### config.mk
export PLATFORM = sky130hd
export DESIGN_NAME = mio_bus_arbiter
export DESIGN_NICKNAME = d
export VERILOG_FILES = /design/src/rtl/mio_bus_arbiter.sv
export SDC_FILE = /design/constraint.sdc
export NUM_CORES = 1
export LEC_CHECK = 0
export ABC_AREA = 0
export CORE_ASPECT_RATIO = 1.1
export CORE_UTILIZATION = 44
export DETAILED_ROUTE_END_ITERATION = 10
export PLACE_DENSITY = 0.87
export SETUP_SLACK_MARGIN = 0.3
export SKIP_LAST_GASP = 1
export SYNTH_ARGS = -nofsm -noshare
export SYNTH_HDL_FRONTEND = slang
export SYNTH_SLANG_ARGS = --single-unit
### constraint.sdc
create_clock -name clk -period 5 [get_ports clk]
set_clock_uncertainty 0.15 [all_clocks]
set_input_delay 1.25 -clock clk [delete_from_list [all_inputs] [get_ports clk]]
set_output_delay 1.25 -clock clk [all_outputs]
set_load 0.02 [all_outputs]
### src/rtl/mio_bus_arbiter.sv
`default_nettype none
// ============================================================================
//  Module      : mio_bus_arbiter
//  Description : Shares one memory/IO port between the multicycle CPU
//                controller and a DMA master. Fixed CPU priority with a
//                starvation guard that forces a DMA grant after a run of
//                CPU grants. Each access holds mem_en for MEM_LAT cycles
//                and returns a one-cycle ready pulse to the winner.
//  Revision    : 1.0 - initial release
// ============================================================================
module mio_bus_arbiter #(
  parameter int ADDR_W        = 32,
  parameter int DATA_W        = 32,
  parameter int MEM_LAT       = 2,
  parameter int MAX_CPU_BURST = 4
) (
  input  logic              clk,
  input  logic              reset,
  input  logic              cpu_req,
  input  logic              cpu_we,
  input  logic [ADDR_W-1:0] cpu_addr,
  input  logic [DATA_W-1:0] cpu_wdata,
  output logic [DATA_W-1:0] cpu_rdata,
  output logic              cpu_ready,
  input  logic              dma_req,
  input  logic              dma_we,
  input  logic [ADDR_W-1:0] dma_addr,
  input  logic [DATA_W-1:0] dma_wdata,
  output logic [DATA_W-1:0] dma_rdata,
  output logic              dma_ready,
  output logic              mem_en,
  output logic              mem_we,
  output logic [ADDR_W-1:0] mem_addr,
  output logic [DATA_W-1:0] mem_wdata,
  input  logic [DATA_W-1:0] mem_rdata,
  output logic [1:0]        owner,
  output logic              busy
);

  localparam int c_LAT_W    = $clog2(MEM_LAT + 1);
  localparam int c_STARVE_W = $clog2(MAX_CPU_BURST + 1);

  localparam logic [c_LAT_W-1:0]    c_LAT_INIT   = c_LAT_W'(MEM_LAT);
  localparam logic [c_LAT_W-1:0]    c_LAT_LAST   = c_LAT_W'(1);
  localparam logic [c_STARVE_W-1:0] c_STARVE_MAX = c_STARVE_W'(MAX_CPU_BURST);

  localparam logic [1:0] c_OWN_NONE = 2'b00;
  localparam logic [1:0] c_OWN_CPU  = 2'b01;
  localparam logic [1:0] c_OWN_DMA  = 2'b10;

  typedef enum logic [1:0] {
    ST_IDLE   = 2'd0,
    ST_ACCESS = 2'd1,
    ST_DONE   = 2'd2
  } state_t;

  state_t                  r_state;
  logic [c_LAT_W-1:0]      r_lat_cnt;
  logic [c_STARVE_W-1:0]   r_starve_cnt;

  logic                    w_any_req;
  logic                    w_dma_wins;

  // Grant decision: CPU has priority unless the DMA has waited through a full burst.
  assign w_any_req  = cpu_req | dma_req;
  assign w_dma_wins = dma_req & (~cpu_req | (r_starve_cnt == c_STARVE_MAX));

  // Arbitration FSM; every output is driven from this register block.
  always_ff @(posedge clk) begin
    if (reset) begin
      r_state      <= ST_IDLE;
      r_lat_cnt    <= '0;
      r_starve_cnt <= '0;
      cpu_rdata    <= '0;
      cpu_ready    <= 1'b0;
      dma_rdata    <= '0;
      dma_ready    <= 1'b0;
      mem_en       <= 1'b0;
      mem_we       <= 1'b0;
      mem_addr     <= '0;
      mem_wdata    <= '0;
      owner        <= c_OWN_NONE;
      busy         <= 1'b0;
    end else begin
      // Ready is a single-cycle pulse; it is only raised on the last access cycle.
      cpu_ready <= 1'b0;
      dma_ready <= 1'b0;
      case (r_state)
        ST_IDLE: begin
          if (w_any_req) begin
            r_state   <= ST_ACCESS;
            r_lat_cnt <= c_LAT_INIT;
            mem_en    <= 1'b1;
            busy      <= 1'b1;
            if (w_dma_wins) begin
              owner        <= c_OWN_DMA;
              mem_we       <= dma_we;
              mem_addr     <= dma_addr;
              mem_wdata    <= dma_wdata;
              r_starve_cnt <= '0;
            end else begin
              owner     <= c_OWN_CPU;
              mem_we    <= cpu_we;
              mem_addr  <= cpu_addr;
              mem_wdata <= cpu_wdata;
              // Count CPU grants only while the DMA is actually being held off.
              if (!dma_req) begin
                r_starve_cnt <= '0;
              end else if (r_starve_cnt != c_STARVE_MAX) begin
                r_starve_cnt <= r_starve_cnt + 1'b1;
              end
            end
          end
        end
        ST_ACCESS: begin
          r_lat_cnt <= r_lat_cnt - 1'b1;
          if (r_lat_cnt == c_LAT_LAST) begin
            r_state <= ST_DONE;
            mem_en  <= 1'b0;
            mem_we  <= 1'b0;
            // Writes leave the owner's read register untouched.
            if (owner == c_OWN_CPU) begin
              cpu_ready <= 1'b1;
              if (!mem_we) cpu_rdata <= mem_rdata;
            end else begin
              dma_ready <= 1'b1;
              if (!mem_we) dma_rdata <= mem_rdata;
            end
          end
        end
        ST_DONE: begin
          r_state <= ST_IDLE;
          owner   <= c_OWN_NONE;
          busy    <= 1'b0;
        end
        default: begin
          r_state <= ST_IDLE;
          owner   <= c_OWN_NONE;
          busy    <= 1'b0;
          mem_en  <= 1'b0;
          mem_we  <= 1'b0;
        end
      endcase
    end
  end

endmodule
`default_nettype wire

==> impl_results.md <==
* Status: finished clean
* DR WL/cell at 18.0 um
* First-pass detailed-route iteration total at 5
* Placed cell count at 1146
* Kind of critical path: input port to flop
* WP data arrival at 3280 ps
* Global Route Usage Sum at 29.9%
* CP Launch Point: cpu_req
* Req. time, crit path at 5180 ps
* Worst R2R Start: r_state[0]
* Pwr Density at 312 nW/um^2
* Finished Layout Cells at 1177
* H-Tree Depth at 4
* Area of the multi-input gates at 2780 sq um
* Maxcap violations at 0
* Most frequent cells in the layout: 298 x clkdlybuf4s50_1, 142 x dfxtp_1, 132 x nand3_1
* Crit share post-route at 62.0%
* CTS tree: done
* Mux share of post-synthesis cell area at 0%
* DR vias/cell at 5.88
* Port bufs at 300
* CP max-delay cell: a21bo_2
* Dpl cell area at 8990 sq um
* Power Total at 2.97 mW
* Fin Hold WS at 305 ps
* Cell Area, Synth at 6060 sq um
* CTS root buffer: clkbuf_16
* WL final at 21.2 mm
* Post-synthesis sequential element count at 142
* Register area at 2840 sq um
* First-pass GRT wire length at 34.1 mm
* Post-DP HPWL at 13.9 mm
* Die Y-Extent at 125 um
* Post-route ant nets at 0
* Worst hold path class: flop to flop
* GP Congestion at 0.808
* Seq/Total Area, Yosys at 46.9%
* Most common cell after layout, fill and taps aside: clkdlybuf4s50_1
* Top post-synthesis cells by area: dfxtp_1 47%, nand3_1 11%, o21ai_0 10%, nand4_1 7.0%, a31oi_1 6.9%
* Die Area at 14300 sq um
* Fraction of the mapped netlist area in adder cells at 0.619%
* Post-Syn Instances at 744
* Hold buffers post-CTS at 0
* Net Count, Synth at 913
* Post-synthesis simple-gate area fraction at 19.9%
* Clock latency at the later pin of the worst-skew pair at 410 ps
* RSZ-0062 raised after global routing: no
* Worst path cell trace: clkdlybuf4s50_1 > a21bo_2 > buf_4 > nand4_1 > a31oi_1
* Crit path buf inv count at 2
* Largest fanout on the critical path at 42
* Max-slew violation count at 0
* Drt drc at 0
* Ant diodes at 0
* Fmax at 323 MHz
* Core box area at 13300 sq um
* Syn-to-layout area delta at 57.3%
* YS warnings at 0
* Initial Utilization at 45.5%
* Share of cells above drive strength 1 at 5.34%
* Die W at 114 um
* WHS Path Cells at 2
* Syn_area_per_cell at 8.15 sq um
* Min-delay src: busy
* Grt ovf at 0
* Post-synth top area share at 46.9%
* Worst Max-Slew Pin Slew at 1190 ps
* Clock sinks at 142
* Fin crit period at 3100 ps
* Netlist cell types at 29
* Worst setup SP type: input port
* Io pins at 301
* Final setup fails at 0
* Slew margin rel. at 20.8%
* # resized after CTS at 0
* Largest family of logic cells by synthesized area: compound AO/OA/AOI/OAI gates
* XOR/XNOR share of the synthesized area at 0%
* Layout net count at 1150
* Slowest stage delay, CP at 800 ps
* Fin area at 9530 sq um
* Worst VDD drop at 0.173 mV
* Initial antenna violation count at 0
* Initial drt markers at 799
* Clk slew on worst S/H paths at 60 ps
* Fillers at 1065
* Clk buf depth at 2
* Crit. End Element: flop
* Via Count at 6918
* Leading area contributor after synthesis: dfxtp_1
* Largest net degree at the start of global routing at 69
* Number of global-route vias before repair at 6665
* Reg2reg path depth at 4
* WP depth at 5
* Setup TNS at 0 ps
* Synth Area in Compound Gates at 24.7%
* CP top delay family: compound AO/OA/AOI/OAI gates
* Rows at 44
* Static Leakage at 3.14 nW
* TritonCTS buffer count at 17
* Fin. Hold Viols at 0
* Setup bufs post-CTS at 0
[cell type report]
class / instances / share of cell area [%]
multi-input cells: 499 / 29.1
repair buffers: 314 / 32.7
flip-flops and latches: 142 / 29.8
inverters: 7 / 0.276
well taps: 184 / 2.42
clock inverters: 7 / 0.656
clock buffers: 24 / 5.05
[state kept, by name (all words and copies together) (netlist names)]
signal        cells
cpu_rdata        32
busy              1
owner             2
dma_rdata        32
mem_addr         32
r_state           2
dma_ready         1
r_lat_cnt         2
mem_we            1
r_starve_cnt      3
cpu_ready         1
mem_en            1
mem_wdata        32
[synthesized netlist by cell type]
library cell  number
nor2_1             4
a21oi_1           69
inv_1              7
buf_6              3
and4bb_2           1
o211ai_1           2
nor2_2             2
a32oi_1            1
nor3b_4            1
buf_1              3
a41oi_1            1
o21ai_1           12
o21bai_1           1
clkbuf_1          57
nand4_1           68
o21ai_0          122
ha_1               3
or2_1              1
a211oi_1           2
buf_4              9
nand2_1            1
nand4bb_1          1
buf_2             24
nand2b_1           4
a31oi_1           67
dfxtp_1          142
nor2b_1            2
nand3_1          133
a21bo_2            1
[where the power goes]
part | total, mW | internal, mW | switching [mW]
Sequential | 1.22 | 1.19 | 0.0323
Combinational | 0.574 | 0.269 | 0.304
Clock | 1.18 | 0.717 | 0.462
[cells by family (layout without fill, tap and decap cells)]
kind of cell | Yosys count | in the layout
compound gates | 278 | 278
buf+inv | 103 | 352
fa+ha+maj | 3 | 3
simple gates | 218 | 218
flops | 142 | 142
[path summary, 6_finish.rpt]
check / endpoint / slack [ps]
setup / recovery: mem_addr[30] / 1900
hold reg to reg: busy / 300
hold / removal: busy / 300
setup reg to reg: dma_rdata[21] / 2570
[routing by layer]
layer | vias up | GRT usage, % | part of all wire (%)
li1 | 3261 | - | -
met3 | 46 | 9.31 | 9.0
met5 | - | 0 | 0
met2 | 373 | 48.5 | 49
met1 | 3238 | 36.1 | 39
met4 | 0 | 13.9 | 3.3
[worst min-delay path, delay by kind of cell, from the launching register on]
kind / cells / cell delay [ps]
flip-flops: 1 / 310
buffers and inverters: 1 / 50
AO/OA/AOI/OAI: 1 / 50
[per-stage QoR]
step / setup WS, ps / utilization, %
after global placement: 1600 / 67.5
final: 1900 / 71.6
after floorplan: 2640 / -
after CTS: 1960 / 71.6
after global routing: 1790 / 71.6
after detailed placement: 1500 / 67.5
Power figures use the tool's default switching activity.
